<file path="config.mk">
export PLATFORM = sky130hd
export DESIGN_NAME = pio_out_blink
export DESIGN_NICKNAME = d
export VERILOG_FILES = /design/src/rtl/pio_out_blink.sv
export SDC_FILE = /design/constraint.sdc
export NUM_CORES = 1
export LEC_CHECK = 0
export ABC_AREA = 1
export CORE_MARGIN = 3
export CORE_UTILIZATION = 40
export CTS_BUF_LIST = sky130_fd_sc_hd__clkbuf_8
export DETAILED_ROUTE_END_ITERATION = 16
export DONT_BUFFER_PORTS = 1
export PLACE_DENSITY = 0.65
export SYNTH_ARGS = -nofsm -noshare
export SYNTH_HDL_FRONTEND = slang
export SYNTH_SLANG_ARGS = --single-unit
export TNS_END_PERCENT = 5
</file>
<file path="constraint.sdc">
create_clock -name clk -period 5.7 [get_ports clk]
set_clock_uncertainty 0.1 [all_clocks]
set_input_delay 0.285 -clock clk [delete_from_list [all_inputs] [get_ports clk]]
set_output_delay 0.285 -clock clk [all_outputs]
set_load 0.1 [all_outputs]
</file>
<file path="src/rtl/pio_out_blink.sv">
// Avalon-MM output PIO with set/clear/toggle strobes and a per-bit blink mode.
// A programmable prescaler sets the blink half-period; reads are combinational with zero wait states.
module pio_out_blink #(
    parameter int WIDTH      = 10,
    parameter int PRESCALE_W = 24
) (
    input  logic              clk,
    input  logic              reset,
    input  logic [2:0]        address,
    input  logic              chipselect,
    input  logic              write_n,
    input  logic [31:0]       writedata,
    output logic [31:0]       readdata,
    output logic [WIDTH-1:0]  out_port
);

    localparam logic [2:0] ADDR_DATA     = 3'd0;
    localparam logic [2:0] ADDR_BLINK_EN = 3'd1;
    localparam logic [2:0] ADDR_PERIOD   = 3'd2;
    localparam logic [2:0] ADDR_OUT      = 3'd3;
    localparam logic [2:0] ADDR_SET      = 3'd4;
    localparam logic [2:0] ADDR_CLEAR    = 3'd5;
    localparam logic [2:0] ADDR_TOGGLE   = 3'd6;

    localparam logic [PRESCALE_W-1:0] CNT_ZERO = {PRESCALE_W{1'b0}};
    localparam logic [PRESCALE_W-1:0] CNT_ONE  = PRESCALE_W'(32'd1);

    logic                  wr_s;
    logic [WIDTH-1:0]      wdata_s;
    logic [WIDTH-1:0]      data_r;
    logic [WIDTH-1:0]      blink_en_r;
    logic [PRESCALE_W-1:0] period_r;
    logic [PRESCALE_W-1:0] counter_r;
    logic                  phase_r;
    logic                  period_wr_s;
    logic                  unused_s;

    assign wr_s        = chipselect & ~write_n;
    assign wdata_s     = writedata[WIDTH-1:0];
    assign period_wr_s = wr_s & (address == ADDR_PERIOD);
    // Upper writedata bits beyond WIDTH/PRESCALE_W are intentionally dropped.
    assign unused_s    = ^writedata;

    // DATA register: plain write plus set/clear/toggle strobes.
    always_ff @(posedge clk or posedge reset) begin
        if (reset) begin
            data_r <= {WIDTH{1'b0}};
        end else if (wr_s) begin
            case (address)
                ADDR_DATA:   data_r <= wdata_s;
                ADDR_SET:    data_r <= data_r | wdata_s;
                ADDR_CLEAR:  data_r <= data_r & ~wdata_s;
                ADDR_TOGGLE: data_r <= data_r ^ wdata_s;
                default:     data_r <= data_r;
            endcase
        end
    end

    // BLINK_EN mask and PERIOD configuration registers.
    always_ff @(posedge clk or posedge reset) begin
        if (reset) begin
            blink_en_r <= {WIDTH{1'b0}};
            period_r   <= CNT_ZERO;
        end else begin
            if (wr_s && (address == ADDR_BLINK_EN)) begin
                blink_en_r <= wdata_s;
            end
            if (period_wr_s) begin
                period_r <= writedata[PRESCALE_W-1:0];
            end
        end
    end

    // Blink prescaler; a PERIOD write restarts the half-period and beats a same-cycle reload.
    always_ff @(posedge clk or posedge reset) begin
        if (reset) begin
            counter_r <= CNT_ZERO;
            phase_r   <= 1'b1;
        end else if (period_wr_s) begin
            counter_r <= writedata[PRESCALE_W-1:0];
            phase_r   <= 1'b1;
        end else if (period_r == CNT_ZERO) begin
            counter_r <= CNT_ZERO;
            phase_r   <= 1'b1;
        end else if (counter_r == CNT_ZERO) begin
            counter_r <= period_r;
            phase_r   <= ~phase_r;
        end else begin
            counter_r <= counter_r - CNT_ONE;
        end
    end

    assign out_port = (data_r & ~blink_en_r) | (data_r & blink_en_r & {WIDTH{phase_r}});

    // Zero-latency read mux; write-only and reserved addresses read as zero.
    always_comb begin
        readdata = 32'd0;
        case (address)
            ADDR_DATA:     readdata[WIDTH-1:0]      = data_r;
            ADDR_BLINK_EN: readdata[WIDTH-1:0]      = blink_en_r;
            ADDR_PERIOD:   readdata[PRESCALE_W-1:0] = period_r;
            ADDR_OUT:      readdata[WIDTH-1:0]      = out_port;
            default:       readdata                 = 32'd0;
        endcase
    end

endmodule

</file>
After elaboration in Yosys (flattened, before gate mapping). Index checks and enable logic that the tools add are counted.

Word-level logic and storage cells: 41. Input port bits: 39. Flip-flop bits (word level): 69.

Equality and inequality tests: 6. Reductions and logical operators: 7. Bitwise gates (word level): 13. Muxes and demuxes: 9. Add/subtract/negate cells: 1.

Operators with widths (count): $pmux W10 S4 (2); $mux W24 (3); $logic_not A24 Y1 (2); $and A10 B10 Y10 (4); $sub A24 B1 Y24 const B (1); $not A10 Y10 (2); $or A10 B10 Y10 (2); $mux W14 (1); $xor A10 B10 Y10 (1); $eq A3 B3 Y1 const B (3); $eq A3 B2 Y1 const B (2); $reduce_bool A4 Y1 (1); $eq A3 B1 Y1 const B (1); $logic_not A3 Y1 (1); $mux W1 (3); $reduce_bool A3 Y1 (1); $and A1 B1 Y1 (2); $not A1 Y1 (2); $reduce_and A2 Y1 (1); $logic_and A1 B1 Y1 (1).

Logic depth before layout (Yosys ltp). Gate-level depths: netlist (run 1).

Depth after elaboration: 4. Gate-level depth with buffers: 10. Gate-level depth less buffers: 10.

Worst setup path before layout (run 1). No wires, ideal clock.

Kind: flip-flop to output port. From: register phase_r. To: output port readdata[0]. Cell stages (with the launch flop): 6. Data arrival time: 3248 ps. Required time: 5315 ps. Setup slack: 2067 ps. Buffers on the path: 1. Cell sequence: dfstp_2 -> inv_1 -> clkbuf_1 -> a21oi_1 -> nand3_1 -> o2111ai_1.

Word-level cells in the longest chain between the ends: 3.

RTL lines: start: declaration (RTL line 34) `logic phase_r;`; start signal: assignment (RTL line 87) `phase_r <= ~phase_r;`; $and A10 B10 Y10 (RTL line 93) `assign out_port = (data_r & ~blink_en_r) | (data_r & blink_en_r & {WIDTH{phase_r}});`; $or A10 B10 Y10 (RTL line 93); named net out_port[0] (RTL line 14) `output logic [WIDTH-1:0] out_port`; $pmux W10 S4 (RTL line 98) `case (address)`; end: declaration (RTL line 13) `output logic [31:0] readdata,`.

The timed path passes the listed nets, and every way through them passes these cells.

Worst setup path in the final report (run 1).
From: input port address[2]. To: output port readdata[23].

Word-level cells in the longest chain between the ends: 2.

RTL lines: start: declaration (RTL line 9) `input logic [2:0] address,`; $eq A3 B2 Y1 (RTL line 98); $mux W14 (RTL line 98).

No other way between the ends.

==> flow_summary_export.csv, run 1 <==
group,metric,value,unit
setup_path,critPathLaunchType,"input port",
synthesis,synth_compound_gate_area_share,0.1171,
synthesis,muxShareOfSynthArea,0,
global_routing,grt_pass1_vias,4565,
synthesis,ys_ff_latch,69,
cells_and_area,seqCellArea,0.001728,mm2
floorplan,core_area,0.01103,mm2
cts,cts_tree,"built",
timing,max-slew-margin-rel,0.2519,
power_and_ir_drop,power,0.002023,W
cts,clk_path_buf_depth,2,
detailed_routing,initialDrtViolationCount,325,
synthesis,synth_cell_types,34,
floorplan,dieHeight,113.2,um
cts,ctsHoldBuffers,24,
detailed_routing,totalWireLength,12970,um
setup_path,crit_end,"readdata[23]",
timing,fmax,340.4,MHz
global_routing,antenna_found_initial,0,
timing,drv_slew,0,
setup_path,r2r_start,"counter_r[0]$_DFF_PP0_",
setup_path,reg2reg_depth,9,
setup_path,cp-startpoint,"address[2]",
cells_and_area,nets,754,
cts,clk_pin_slew_worst_paths,0.08,ns
floorplan,rows,38,
global_routing,grt-ovfl-total,0,
synthesis,synthXorXnorAreaFrac,0.01143,
synthesis,synthSimpleGateAreaFrac,0.3466,
worst_hold_path,holdCritPathClass,"input port to async pin",
cells_and_area,drive_above_1_share,0.1390,
cells_and_area,num-fill-cells,1097,
setup_path,cp-end-kind,"primary output",
power_and_ir_drop,peakVddDrop,0.0001898,V
timing,rsz0062_at_grt,"false",
floorplan,die_w,113.2,um
cts,tritoncts.num_buffers,9,
timing,setup-violations-final,0,
cts,post_cts_buffers,0,
synthesis,synthArstFlopShare,1.000,
cts,clkSinkCount,69,
synthesis,synth_top_area_cell,"dfrtp_1",
timing,fin_hold_ws,-0.01172,ns
setup_path,required,5.32,ns
timing,tightest_slew,1.121,ns
synthesis,ys_warn_count,0,
timing,finalHoldViolCount,32,
floorplan,dieArea,0.01281,mm2
placed_design,gp_congestion,0.8538,
timing,period_minus_slack,2.938,ns
detailed_routing,remaining_drc_errors,0,
synthesis,yosys.area_share.adder,0.05990,
status,violations,"negative hold slack",
floorplan,ioPinCount,81,
cells_and_area,syn2layout_area_growth,17.40,%
synthesis,synth-seq-area-share,0.3760,
synthesis,synthCells,657,
setup_path,cp.arrival,2.55,ns
cells_and_area,multi_input_area,0.002624,mm2
synthesis,synth_flop_cell,"dfrtp_1",
setup_path,cp_max_fo,14,
synthesis,syn_area_per_cell,6.995,um2
detailed_routing,wl_per_cell,15.48,um
setup_path,r2r_end,"counter_r[12]$_DFF_PP0_",
status,status,"complete, but fails checks",
setup_path,r2r_slack,3.75,ns
detailed_routing,firstDrtPassIters,5,
global_routing,track_usage,0.2140,
global_routing,grt_pass1_wl,21960,um
detailed_routing,vias,4396,
setup_path,crit_type,"input port to primary output",
job,max-cap-violations,0,
placed_design,dp_hpwl,8996,um
synthesis,synth_top_cell_area_share,0.3703,
cts,clockRootBuffer,"clkbuf_8",
detailed_routing,antenna_left,0,
floorplan,start_util,0.4166,
synthesis,synth_edf_count,0,
power_and_ir_drop,power_density,375.0,mW/mm2
detailed_routing,via_per_inst,5.246,
synthesis,syn_area,0.004596,mm2
cts,cts_resized,0,
cts,htreeDepth,3,
synthesis,synthTopCellsByArea,"dfrtp_1 (37%), nand2_1 (16%), nor2_1 (6.7%)",
cells_and_area,n_antenna_cell,0,
global_routing,grt_start_max_net_pins,70,
power_and_ir_drop,p_leak,2.691,nW
timing,finalCritPeriodShare,0.5154,
timing,totalNegativeSetupSlack,0,ns
synthesis,synth_top_family_by_area,"simple AND/OR/NAND/NOR gates",
cts,clk_latency,0.37,ns
placed_design,port_buffers,0,
## per-stage QoR
step	setup slack, ns	hold WS (ns)	utilization	cells	cell area [um2]
5_1_grt	2.636	0.04612	0.4891	838	5395
3_3_place_gp	2.775	0.3256	0.4482	798	4943
6_report	2.762	-0.01172	0.4891	838	5395
2_1_floorplan	2.067	0.3080	-	664	4622
3_5_place_dp	2.713	0.3258	0.4482	798	4943
4_1_cts	2.713	0.01609	0.4891	838	5395
## synth_stat cells (4+ instances only)
cell       instances
nand2_1          198
nor2_1            82
dfrtp_1           68
inv_1             62
nand3_1           53
o21ai_0           49
a21oi_1           26
ha_1              22
o21ai_1           12
clkbuf_1          10
o2111ai_1         10
buf_2              9
buf_4              8
nand4_1            6
nor2_2             6
inv_2              4
xor2_1             4
## metal layers
metal	up-vias	GRT usage	part of all wire
met5	-	0	0
met4	0	0.08574	0.021
met3	26	0.06471	0.063
met2	147	0.3507	0.48
met1	2060	0.2636	0.43
li1	2163	-	-
## cells in the final DEF, fill, tap and decap left out, types with 3 or more instances in the layout
master	instances
ha_1	22
conb_1	8
nand2_1	198
clkbuf_8	12
o21ai_1	12
nand3b_1	3
nand2_2	3
dfrtp_1	68
o2111ai_2	10
xor2_1	4
a21oi_2	10
nor2_1	68
nand4_1	6
nor3_2	3
dlygate4sd3_1	24
o21ai_0	49
a21oi_1	16
inv_1	62
inv_2	5
nand3_1	53
buf_4	22
nor2_2	20
## report_power, final
group          switching [W]  internal, W  leakage [nW]
Combinational       0.000598     0.000231          1.74
Clock               0.000205     0.000236         0.110
Sequential          0.000129     0.000624         0.837
Total               0.000933      0.00109          2.69
## worst min path at each step
| stage | startpoint | to | slack, ns | depth (start not counted) |
|---|---|---|---|---|
| floorplan | writedata[0] | period_r[0]$_DFFE_PP0P_ | 0.31 | 2 |
| global placement | writedata[22] | counter_r[22]$_DFF_PP0_ | 0.33 | 2 |
| detailed placement | writedata[0] | period_r[0]$_DFFE_PP0P_ | 0.33 | 2 |
| CTS | reset | blink_en_r[4]$_DFFE_PP0P_ | 0.02 | 2 |
| global route | reset | counter_r[14]$_DFF_PP0_ | 0.05 | 2 |
| finish | reset | period_r[23]$_DFFE_PP0P_ | -0.01 | 2 |
## state kept, by name (all words and copies together) (netlist names)
signal	cells
counter_r	24
period_r	24
blink_en_r	10
data_r	10
phase_r	1
## cell families (layout without fill, tap and decap cells)
logic type      Yosys count  in the layout
simple gates            365            365
compound gates           99             99
buf+inv                  95            129
flops                    69             69
fa+ha+maj                22             22
xor+xnor                  6              6
other cells               1              8
## area by class of cell
class | instances | share of cell area
inverter | 67 | 0.04661
sequential | 69 | 0.3203
clock inverter | 4 | 0.008581
timing repair buffer | 46 | 0.07514
multi-input combinational | 500 | 0.4863
clock buffer | 12 | 0.03061
tap | 140 | 0.03247
## critical path, cell delays in order
cell and delay, ns:
nor3_2 0.66, inv_1 0.59, nor2_2 1.00
(Power assumes the default switching activity.)
==> run 2: changes to the inputs <==
Settings changed: ABC_AREA 1 to 0, PLACE_DENSITY 0.65 to 0.67.
Clock period 5.7 ns to 2.55 ns, I/O delays scaled along.
==> run 2 against run 1 <==
Compared with the run above: the run now ends clean; synthesized cell count is 18% lower; design area increased by 1.0%; sequential cell count did not move; highest routed layer unchanged.
==> flow_summary_export.csv, run 2 <==
group,metric,value,unit
status,status,"finished, final reports clean",
timing,setup-violations-final,0,
detailed_routing,antenna_left,0,
setup_path,reg2reg_depth,5,
detailed_routing,remaining_drc_errors,0,
global_routing,antenna_found_initial,0,
synthesis,syn_area,0.004478,mm2
power_and_ir_drop,pwr-share-comb,0.436,
cts,clk_pin_slew_worst_paths,0.08,ns
placed_design,port_buffers,0,
setup_path,cp_cell_sequence,"or4_4 -> nor4b_4 -> and3_1 -> a211oi_1 -> o31ai_1",
setup_path,cp_max_fo,5,
cells_and_area,syn2layout_area_growth,21.68,%
cells_and_area,n_antenna_cell,0,
global_routing,grt_pass1_wl,19680,um
timing,max-slew-margin-rel,0.4592,
timing,period_minus_slack,2.413,ns
setup_path,r2r_end,"counter_r[21]$_DFF_PP0_",
cells_and_area,drive_above_1_share,0.1431,
floorplan,dieHeight,111.8,um
detailed_routing,maxUsedRoutingLayer,"met4",
cells_and_area,layout_common_cells,"nand2_1 (100), dfrtp_1 (68), inv_1 (55)",
synthesis,synth_top_cell_area_share,0.3800,
cells_and_area,nets,658,
synthesis,synth_flop_cell,"dfrtp_1",
power_and_ir_drop,power_density,880.3,mW/mm2
timing,fmax,414.4,MHz
global_routing,grt_pass1_vias,4019,
cells_and_area,num-fill-cells,1024,
synthesis,synth_top_area_cell,"dfrtp_1",
setup_path,r2r_slack,0.14,ns
floorplan,die_w,111.8,um
cts,post_cts_buffers,0,
placed_design,dp.cells,699,
timing,totalNegativeSetupSlack,0,ns
setup_path,cp-startpoint,"counter_r[15]$_DFF_PP0_",
power_and_ir_drop,peakVddDrop,0.0005830,V
global_routing,grt-ovfl-total,0,
setup_path,critPathLaunchType,"flip-flop",
synthesis,yosysMostFrequentCell,"nand2_1",
power_and_ir_drop,p_int,0.002677,W
global_routing,track_usage,0.1903,
synthesis,netlist_top_cells_count,"nand2_1 (100), dfrtp_1 (68), inv_1 (53), o21ai_0 (37), mux2i_1 (33)",
floorplan,start_util,0.4113,
synthesis,synth_edf_count,0,
detailed_routing,met1Wirelength,5265,um
power_and_ir_drop,pwr-share-seq,0.377,
cells_and_area,layout_commonest_cell,"nand2_1",
placed_design,gp_congestion,0.8191,
detailed_routing,wl_per_cell,15.74,um
cts,htreeDepth,3,
cts,cts_tree,"built",
detailed_routing,initialDrtViolationCount,237,
floorplan,ioPinCount,81,
placed_design,dp_hpwl,8082,um
setup_path,slowest_delay,0.60,ns
synthesis,synthArstFlopShare,1.000,
setup_path,cp_slowest_cell,"or4_4",
power_and_ir_drop,clkPwrFrac,0.187,
floorplan,core_area,0.01089,mm2
cts,ctsHoldBuffers,27,
cts,clkSinkCount,69,
detailed_routing,via_per_inst,5.340,
detailed_routing,wl_met3,815,um
synthesis,syn_area_per_cell,8.355,um2
job,max-cap-violations,0,
detailed_routing,firstDrtPassIters,4,
setup_path,required,2.70,ns
cts,clk_latency,0.34,ns
floorplan,dieArea,0.01250,mm2
setup_path,crit_type,"flip-flop to flip-flop",
setup_path,crit_end,"counter_r[21]$_DFF_PP0_",
synthesis,synthTopCellsByArea,"dfrtp_1 (38%), nand2_1 (8.4%), mux2i_1 (7.4%)",
global_routing,grt_start_max_net_pins,32,
timing,rsz0062_at_grt,"false",
synthesis,synth-seq-area-share,0.3859,
detailed_routing,totalWireLength,11660,um
cts,clockRootBuffer,"clkbuf_8",
cells_and_area,top_regs,"counter_r (24), period_r (24)",
worst_hold_path,hold_start,"address[1]",
synthesis,ys_warn_count,0,
setup_path,r2r_start,"counter_r[15]$_DFF_PP0_",
synthesis,ys_ff_latch,69,
cts,cts_resized,0,
synthesis,synthCells,536,
detailed_routing,routed-wl-met2,5468,um
timing,tightest_slew,0.8096,ns
power_and_ir_drop,p_leak,2.753,nW
synthesis,synth_cell_types,48,
power_and_ir_drop,switchingPower,0.002120,W
cts,clk_path_buf_depth,2,
floorplan,rows,38,
timing,drv_slew,0,
cts,tritoncts.num_buffers,9,
timing,finalCritPeriodShare,0.9464,
cells_and_area,stdcell_count,741,
setup_path,cp.arrival,2.56,ns
setup_path,cp-end-kind,"flip-flop",
worst_hold_path,holdCritPathClass,"input port to flip-flop",
timing,finalHoldViolCount,0,
power_and_ir_drop,swShare,0.4419,
detailed_routing,vias,3957,
==> run 2: changes by cell type after synthesis, moves of 20 or more <==
cell,delta
nand3_1,-48
mux2i_1,+33
nor2_1,-52
nand2_1,-98
o22ai_1,+20
==> run 2: logic make-up (layout without fill, tap and decap cells) <==
family | after synthesis | count (layout) | synth area share
AO/OA/AOI/OAI | 112 | 112 | 0.1573
XOR/XNOR | 13 | 13 | 0.02543
adder cells (fa/ha/maj) | 22 | 22 | 0.06147
buffers and inverters | 88 | 146 | 0.08242
flip-flops | 69 | 69 | 0.3859
multiplexers | 33 | 33 | 0.07376
other | 1 | 8 | 0.0008374
AND/OR/NAND/NOR | 198 | 198 | 0.2129
==> run 2: layout make-up <==
type	instances	area (um2)	share of cell area
clock inverter	4	41.29	0.007577
multi-input combinational	386	2489	0.4567
inverter	53	198.9	0.03651
tap	140	175.2	0.03215
sequential	69	1728	0.3171
timing repair buffer	78	665.6	0.1222
clock buffer	11	151.4	0.02778
==> run 2: how the worst min path moves through the flow <==
stage	to	slack [ns]	cells after the start
floorplan	blink_en_r[0]$_DFFE_PP0P_	0.14	2
global placement	blink_en_r[0]$_DFFE_PP0P_	0.05	1
detailed placement	blink_en_r[0]$_DFFE_PP0P_	0.05	1
CTS	data_r[6]$_DFFE_PP0P_	0.004	3
global route	data_r[2]$_DFFE_PP0P_	0.02	3
finish	data_r[2]$_DFFE_PP0P_	0.02	3
==> run 2: metal layers <==
metal  global-route usage  up-vias
li1                     -     1931
met1               0.2540     1893
met2               0.3110      119
met3              0.04946       14
met4              0.04461        0
met5                    0        -
==> run 2: worst max-delay path: cells and delay by family (launching register included) <==
family	cells	cell delay (ns)
AO/OA/AOI/OAI	2	0.34
AND/OR/NAND/NOR	3	1.42
flip-flops	1	0.44
==> run 2: per-stage QoR <==
step / hold WS, ns / power (W) / setup WS [ns] / instance area, um2 / utilization
after floorplan: 0.1443 / 0.003379 / -0.3135 / 4504 / -
after global placement: 0.05183 / 0.003789 / 0.2532 / 4982 / 0.4576
after detailed placement: 0.05464 / 0.003865 / 0.1713 / 4982 / 0.4576
after CTS: 0.004064 / 0.004816 / 0.1457 / 5445 / 0.5001
after global routing: 0.01530 / 0.005134 / 0.005058 / 5449 / 0.5005
final: 0.01969 / 0.004797 / 0.1367 / 5449 / 0.5005
==> run 2: power groups by stage <==
stage	sequential, W	clock (W)	combinational, W
2_1_floorplan	0.00170	0	0.00168
3_3_place_gp	0.00180	0	0.00199
3_5_place_dp	0.00182	0	0.00205
4_1_cts	0.00180	0.000909	0.00210
5_1_grt	0.00186	0.000964	0.00231
6_report	0.00181	0.000897	0.00209
